==> config.mk <==
export PLATFORM = sky130hd
export DESIGN_NAME = instr_fetch
export DESIGN_NICKNAME = d
export VERILOG_FILES = /design/src/rtl/instr_fetch_pkg.sv /design/src/rtl/instr_fetch_pc_reg.sv /design/src/rtl/instr_fetch.sv
export SDC_FILE = /design/constraint.sdc
export NUM_CORES = 1
export LEC_CHECK = 0
export CORE_UTILIZATION = 30
export CTS_CLUSTER_SIZE = 28
export DETAILED_ROUTE_END_ITERATION = 8
export DONT_BUFFER_PORTS = 1
export PLACE_DENSITY = 0.49
export SLEW_MARGIN = 30
export SYNTH_ARGS = -nofsm -noshare
export SYNTH_HDL_FRONTEND = slang
export SYNTH_SLANG_ARGS = --single-unit
==> constraint.sdc <==
create_clock -name ifi_clk -period 2.85 [get_ports ifi_clk]
set_input_delay 0.57 -clock ifi_clk [delete_from_list [all_inputs] [get_ports ifi_clk]]
set_output_delay 0.57 -clock ifi_clk [all_outputs]
set_load 0.005 [all_outputs]
==> src/rtl/instr_fetch_pkg.sv <==
`default_nettype none
// +--------------------------------------------------------------------------+
// | instr_fetch_pkg : shared CPU defines (word width, NOP, fetch FSM states)  |
// | Revision: 1.0                                                            |
// +--------------------------------------------------------------------------+
package instr_fetch_pkg;

   localparam int c_WORD_W = 16;
   localparam logic [c_WORD_W-1:0] c_NOP_INSTR = 16'h0800;

   typedef enum logic [1:0] {
      S_IDLE    = 2'd0,
      S_WAIT    = 2'd1,
      S_PRESENT = 2'd2
   } fetch_state_t;

endpackage : instr_fetch_pkg
`default_nettype wire

==> src/rtl/instr_fetch_pc_reg.sv <==
`default_nettype none
// +--------------------------------------------------------------------------+
// | pc_reg : program counter with branch-load / post-fetch increment mux     |
// | Revision: 1.0                                                            |
// +--------------------------------------------------------------------------+
module pc_reg
   import instr_fetch_pkg::*;
#(
   parameter logic [c_WORD_W-1:0] RESET_PC = 16'h0000
) (
   input  logic                clk,
   input  logic                rst,
   input  logic                i_load_en,
   input  logic [c_WORD_W-1:0] i_load_val,
   input  logic                i_inc_en,
   input  logic [c_WORD_W-1:0] i_inc_base,
   output logic [c_WORD_W-1:0] o_pc
);

   logic [c_WORD_W-1:0] r_pc;
   logic [c_WORD_W-1:0] w_pc_next;

   // A redirect always wins over the sequential increment; the add wraps at 2^16.
   always_comb begin
      w_pc_next = r_pc;
      if (i_load_en) begin
         w_pc_next = i_load_val;
      end else if (i_inc_en) begin
         w_pc_next = i_inc_base + 16'd1;
      end
   end

   always_ff @(posedge clk or posedge rst) begin
      if (rst) begin
         r_pc <= RESET_PC;
      end else begin
         r_pc <= w_pc_next;
      end
   end

   assign o_pc = r_pc;

endmodule : pc_reg
`default_nettype wire

==> src/rtl/instr_fetch.sv <==
`default_nettype none
// +--------------------------------------------------------------------------+
// | instr_fetch : IF stage - memory request FSM, branch squash, IF/ID output  |
// | Revision: 1.0                                                            |
// +--------------------------------------------------------------------------+
module instr_fetch
   import instr_fetch_pkg::*;
#(
   parameter logic [c_WORD_W-1:0] RESET_PC  = 16'h0000,
   parameter logic [c_WORD_W-1:0] NOP_INSTR = c_NOP_INSTR
) (
   input  logic                ifi_clk,
   input  logic                ifi_rst,
   input  logic                ifi_stall,
   input  logic                ifi_br_taken,
   input  logic [c_WORD_W-1:0] ifi_br_target,
   output logic                ifo_mem_req,
   output logic [c_WORD_W-1:0] ifo_mem_addr,
   input  logic                ifi_mem_ack,
   input  logic [c_WORD_W-1:0] ifi_mem_data,
   output logic [c_WORD_W-1:0] ifo_addr,
   output logic [c_WORD_W-1:0] ifo_instr,
   output logic                ifo_valid
);

   fetch_state_t        r_state;
   fetch_state_t        w_state_next;
   logic [c_WORD_W-1:0] r_fetch_addr;
   logic [c_WORD_W-1:0] w_fetch_addr_next;
   logic                r_discard;
   logic                w_discard_next;
   logic                w_valid_next;
   logic [c_WORD_W-1:0] w_addr_next;
   logic [c_WORD_W-1:0] w_instr_next;
   logic                w_pc_load;
   logic                w_pc_inc;
   logic [c_WORD_W-1:0] w_pc;

   pc_reg #(
      .RESET_PC (RESET_PC)
   ) u_pc_reg (
      .clk        (ifi_clk),
      .rst        (ifi_rst),
      .i_load_en  (w_pc_load),
      .i_load_val (ifi_br_target),
      .i_inc_en   (w_pc_inc),
      .i_inc_base (r_fetch_addr),
      .o_pc       (w_pc)
   );

   always_comb begin
      w_state_next      = r_state;
      w_fetch_addr_next = r_fetch_addr;
      w_discard_next    = r_discard;
      w_valid_next      = ifo_valid;
      w_addr_next       = ifo_addr;
      w_instr_next      = ifo_instr;
      w_pc_load         = 1'b0;
      w_pc_inc          = 1'b0;
      case (r_state)
         S_IDLE: begin
            w_state_next      = S_WAIT;
            w_pc_load         = ifi_br_taken;
            w_fetch_addr_next = ifi_br_taken ? ifi_br_target : w_pc;
         end
         S_WAIT: begin
            if (ifi_mem_ack) begin
               if (r_discard || ifi_br_taken) begin
                  // Stale return: drop it and re-issue at the redirected address.
                  w_discard_next    = 1'b0;
                  w_pc_load         = ifi_br_taken;
                  w_fetch_addr_next = ifi_br_taken ? ifi_br_target : w_pc;
               end else begin
                  w_addr_next  = r_fetch_addr;
                  w_instr_next = ifi_mem_data;
                  w_valid_next = 1'b1;
                  w_pc_inc     = 1'b1;
                  w_state_next = S_PRESENT;
               end
            end else if (ifi_br_taken) begin
               // Request address must stay put until memory answers.
               w_pc_load      = 1'b1;
               w_discard_next = 1'b1;
            end
         end
         S_PRESENT: begin
            if (ifi_br_taken) begin
               w_valid_next      = 1'b0;
               w_instr_next      = NOP_INSTR;
               w_pc_load         = 1'b1;
               w_fetch_addr_next = ifi_br_target;
               w_state_next      = S_WAIT;
            end else if (!ifi_stall) begin
               w_valid_next      = 1'b0;
               w_fetch_addr_next = w_pc;
               w_state_next      = S_WAIT;
            end
         end
         default: begin
            w_state_next = S_IDLE;
         end
      endcase
   end

   always_ff @(posedge ifi_clk or posedge ifi_rst) begin
      if (ifi_rst) begin
         r_state <= S_IDLE;
      end else begin
         r_state <= w_state_next;
      end
   end

   always_ff @(posedge ifi_clk or posedge ifi_rst) begin
      if (ifi_rst) begin
         r_fetch_addr <= RESET_PC;
         r_discard    <= 1'b0;
         ifo_valid    <= 1'b0;
         ifo_addr     <= 16'h0000;
         ifo_instr    <= NOP_INSTR;
      end else begin
         r_fetch_addr <= w_fetch_addr_next;
         r_discard    <= w_discard_next;
         ifo_valid    <= w_valid_next;
         ifo_addr     <= w_addr_next;
         ifo_instr    <= w_instr_next;
      end
   end

   assign ifo_mem_req  = (r_state == S_WAIT);
   assign ifo_mem_addr = r_fetch_addr;

endmodule : instr_fetch
`default_nettype wire

# Yosys cells after proc, flatten, opt, wreduce, memory -nomap -nowiden
# Index checks and enable logic that the tools add are counted.
[totals]
register_bits = 68
inputBits = 37
output_inout_bits = 50
wordCells = 61
[classes]
n_addsub = 1
n_eq_ne = 8
muxes = 32
bitwise = 1
n_reduce_logical = 12
[ops]
columns = ["op", "count"]
rows = [
  ["$mux W16", 10],
  ["$pmux W16 S3", 1],
  ["$pmux W16 S2", 1],
  ["$add A16 B1 Y16 const B", 1],
  ["$mux W1", 13],
  ["$reduce_and A4 Y1", 3],
  ["$reduce_and A3 Y1", 3],
  ["$mux W2", 4],
  ["$ne A2 B1 Y1 const B", 3],
  ["$pmux W2 S3", 1],
  ["$reduce_bool A2 Y1", 3],
  ["$ne A2 B2 Y1 const B", 2],
  ["$ne A3 B3 Y1 const B", 1],
  ["$pmux W1 S3", 1],
  ["$reduce_bool A3 Y1", 1],
  ["$eq A2 B1 Y1 const B", 1],
  ["$eq A2 B2 Y1 const B", 1],
  ["$logic_not A2 Y1", 1],
  ["$pmux W1 S2", 1],
  ["$logic_or A1 B1 Y1", 1],
  ["$not A1 Y1", 1],
]

# Logic depth before layout (Yosys ltp)
[depth]
ltp_word = 6
depth_mapped = 7
depth_no_buf = 5

# Hierarchy
# From an unflattened synthesis, not the netlist that was laid out.
[hier_totals]
cells_unflattened = 349
hier_area_um2 = 3251.9
[by_module_without_submodules]
columns = ["module", "n_inst", "cells_each", "area_each_um2", "seq_area_each_um2"]
rows = [
  ["instr_fetch", 1, 233, 2255.9, 1302.5],
  ["pc_reg", 1, 116, 996.0, 400.4],
]

# Worst setup path before layout
# Ideal clock, no wire load.
[synth_path]
kind = "input to register"
startpoint = "in ifi_br_taken"
endpoint = "reg ifo_instr[0]"
setup_time_ns = 0.121
t_arrival_ns = 1.509
required_time_ns = 2.729
slack_ns = 1.220
stages = 7
n_path_buf = 3
cell_sequence = "buf_2 > nor2_1 > and3_1 > buf_4 > a21oi_4 > buf_4 > a22o_1"
[synth_between]
elab_chain_cells = 3
word_cells_on_any_way = 4
classes_between = "eq/ne: 2; reduce/logical: 2"
[synth_lines]
columns = ["item", "line_no", "source"]
rows = [
  ["start, declared", "instr_fetch.sv:15", "input logic ifi_br_taken,"],
  ["$logic_or A1 B1 Y1", "instr_fetch.sv:68", "if (r_discard || ifi_br_taken) begin"],
  ["$ne A2 B2 Y1 (no line)", "n/a", ""],
  ["$reduce_and A4 Y1 (no line) *", "n/a", ""],
  ["end signal, assigned", "instr_fetch.sv:125", "ifo_instr <= w_instr_next;"],
  ["end, declared", "instr_fetch.sv:22", "output logic [c_WORD_W-1:0] ifo_instr,"],
]
# Mark *: on every way between the ends. The rest lies on a longest branch, timed or not.
# A chain may end at the register's enable or synchronous reset.

# Final worst setup path
[layout_path]
startpoint = "reg r_state[0]"
endpoint = "reg u_pc_reg.r_pc[2] (netlist: u_pc_reg.o_pc[2])"
[layout_between]
elab_chain_cells = 3
word_cells_on_any_way = 7
classes_between = "eq/ne: 2; mux: 3; reduce/logical: 2"
[layout_lines]
columns = ["item", "line_no", "source"]
rows = [
  ["start, declared", "instr_fetch.sv:26", "fetch_state_t r_state;"],
  ["start signal, assigned", "instr_fetch.sv:109", "r_state <= w_state_next;"],
  ["$eq A2 B1 Y1 *", "n/a", ""],
  ["named net ifo_mem_req", "instr_fetch.sv:17", "output logic ifo_mem_req,"],
  ["$pmux W1 S3 / $mux W1 (equally long branches)", "instr_fetch.sv:60", "case (r_state)"],
  ["$mux W16 / $reduce_bool A2 Y1 (equally long branches)", "n/a", ""],
  ["end signal, assigned", "instr_fetch_pc_reg.sv:37", "r_pc <= w_pc_next;"],
  ["end, declared", "instr_fetch_pc_reg.sv:20", "logic [c_WORD_W-1:0] r_pc;"],
]
# The timed path passes the listed nets; every way through them passes the cells marked *.

==> summary.txt <==
Power
  • Pwr dens: 1010 nW/um2
  • Maximum VDD drop: 0.333 mV
  • Power, Total: 3.47 mW
  • Leak: 1.54 nW

Floorplan
  • Die height: 104 um
  • IO Count: 87
  • Core area: 9950 um2
  • Num rows: 36
  • Die area: 10,900 um2
  • Die Span X: 104 um
  • Initial core utilization: 0.315

Global route
  • Met2 Track Usage GR: 0.233
  • Pin count of the biggest net entering global routing: 69
  • First-pass GRT wire length: 13.0 mm
  • Overflow after GRT: 0
  • Initial antenna violation count: 0
  • M3 GR Usage: 0.0708
  • Global Route met1 Usage: 0.202
  • Tot GR Track Use: 0.156
  • Vias in the first global route: 2,231
  • Gr busiest metal: met2

Timing
  • Worst setup margin: 1.08 ns
  • RSZ-0062 raised after global routing: no
  • Relative slew slack: 0.416
  • Final setup viols: 0
  • Fin Clk Skew: 0.00488 ns
  • Fin Setup TNS: 0 ns
  • Crit share post-route: 0.622
  • F_max: 564 MHz
  • Post-layout min period: 1.77 ns
  • Slew Limit Fails: 0
  • Final hold vios: 0
  • Worst slew pin tran: 0.876 ns

Synthesis
  • Number of synthesized flops with an enable pin: 0
  • Primary FF master, synth: dfrtp_1
  • Syn avg cell area: 10.4 um2
  • Sequential share of the synthesized area: 0.544
  • Most area-hungry cell type in the Yosys netlist: dfrtp_1
  • Largest cells by area after synthesis: dfrtp_1 (54%), nand2_1 (6.8%), mux2i_1 (6.1%)
  • Netlist cell types: 42
  • Syn_nets: 339
  • Mapped Area: 3130 um2
  • Fraction of registers with async set/reset: 1.00
  • Synthesis warning total: 0
  • Flops & latches, synth: 68
  • Cell count after synthesis: 301
  • Top post-synthesis cells by count: dfrtp_1 (67), nand2_1 (57), mux2i_1 (19), a21oi_1 (18), a22o_1 (15)
  • Yosys top cell area share: 0.535
  • Count leader, synth: dfrtp_1

Status
  • Run status: completed

Place
  • Gpl congestion: 0.704
  • Post-Place Setup Slack: 0.914 ns
  • Detailed Place HPWL: 5.22 mm
  • IO buf count: 0

Layout
  • Share of cells above drive strength 1: 0.106
  • Register Area: 1700 um2
  • Area grow syn2layout: 9.94%
  • Final net count: 337
  • N_diodes: 0
  • Fillers: 993
  • Multi-input gate area: 1300 um2

Routing
  • Vias per cell: 5.16
  • DRT iter0 DRCs: 148
  • Pre-antenna DRT Iters: 4
  • Vias: 2,248
  • Routed Antenna Nets: 0
  • Post-Route WL: 7.83 mm
  • Remaining design rule violation count: 0
  • Mean routed wirelength per cell: 18.0 um

Clocking
  • Post-CTS Resized: 0
  • Longest Clk Path Bufs: 2
  • CTS sink cnt: 68
  • CTS Buf Count: 9
  • Max H-tree Level: 3
  • Hold_buf cts: 0
  • Clock latency on the worst-skew pair: 0.34 ns
  • Clock slew at reported path FFs: 0.07 ns
  • CTS tree: done
  • Post-CTS setup buffers: 0
  • Root Driver: clkbuf_8

Min path
  • Worst hold path class: in -> async

Critical path
  • Crit Path Max Fanout: 9
  • Worst r2r path cells: 5
  • Reg2reg setup slack: 1.08 ns
  • R2R Path End: u_pc_reg.o_pc[2]
  • Setup Crit Path Kind: reg -> reg
  • Critical path arrival: 1.96 ns
  • CP endpoint kind: register
  • Crit path required time: 3.04 ns
  • Crit path launch type: register
  • RR Startpoint: r_state[0]

Flow run
  • Max cap viols: 0
-- sequential cells by signal, summed over array words and instances (netlist names) --
name and cells:
ifo_addr 16, ifo_mem_addr 16, u_pc_reg.o_pc 16, ifo_instr 16, r_state 2, ifo_valid 1, r_discard 1
-- stage by stage --
stage	cells	area, um2	utilization	hold slack (ns)
6_report	436	3440	0.346	0.152
5_1_grt	436	3440	0.346	0.195
4_1_cts	436	3440	0.346	0.185
3_5_place_dp	421	3270	0.329	0.464
3_3_place_gp	421	3270	0.329	0.461
2_1_floorplan	301	3130	-	0.449
-- cell usage in the layout (no fill, tap or decap), drive strengths merged, types with 9 or more instances in the layout --
cell,count
a22oi,9
a21oi,19
a31oi,14
xnor2,12
dfrtp,67
o21ai,15
nand2,57
a22o,15
clkbuf,13
mux2i,19
-- worst max-delay path: stages (launching register included) --
cell	delay, ns
dfrtp_1	0.46
nor2b_4	0.24
and3_1	0.43
buf_4	0.23
mux2i_1	0.18
o21ai_0	0.09
-- cell type report --
cell class                 count  share of cell area
sequential                    68               0.494
multi-input combinational    204               0.378
tap                          133              0.0483
clock buffer                  13              0.0461
timing repair buffer           8              0.0211
inverter                       8             0.00872
clock inverter                 2             0.00291
-- worst max-delay path by stage --
stage                       from               end  slack [ns]  depth (start not counted)
finish                r_state[0]  u_pc_reg.o_pc[2]        1.08                          5
global route          r_state[0]  u_pc_reg.o_pc[2]        0.90                          5
CTS                    r_discard   ifo_mem_addr[7]        1.06                          4
detailed placement  ifi_br_taken  ifo_mem_addr[10]        0.91                          4
global placement    ifi_br_taken   ifo_mem_addr[7]        0.91                          4
floorplan                ifi_rst       ifo_addr[0]        0.57                          1
-- routing by layer --
layer	vias to the layer above	wire length [um]	part of all wire
li1	1060	-	-
met1	1086	3520	0.45
met2	93	3570	0.46
met3	9	673	0.086
met4	0	70	0.0089
met5	-	0	0
-- kinds of logic (layout without fill, tap and decap cells) --
| logic type | Yosys count | after routing | synth area share |
|---|---|---|---|
| flops | 68 | 68 | 0.544 |
| xor+xnor | 14 | 14 | 0.0391 |
| buf+inv | 29 | 31 | 0.0423 |
| fa+ha+maj | 1 | 1 | 0.00399 |
| mux | 19 | 19 | 0.0607 |
| simple gates | 90 | 90 | 0.137 |
| compound gates | 80 | 80 | 0.173 |
-- where the power goes --
group,internal [mW],switching [mW]
sequential,1.37,0.489
combinational,0.420,0.485
clock,0.357,0.351
Note: power is estimated with default switching activity, not from simulation.
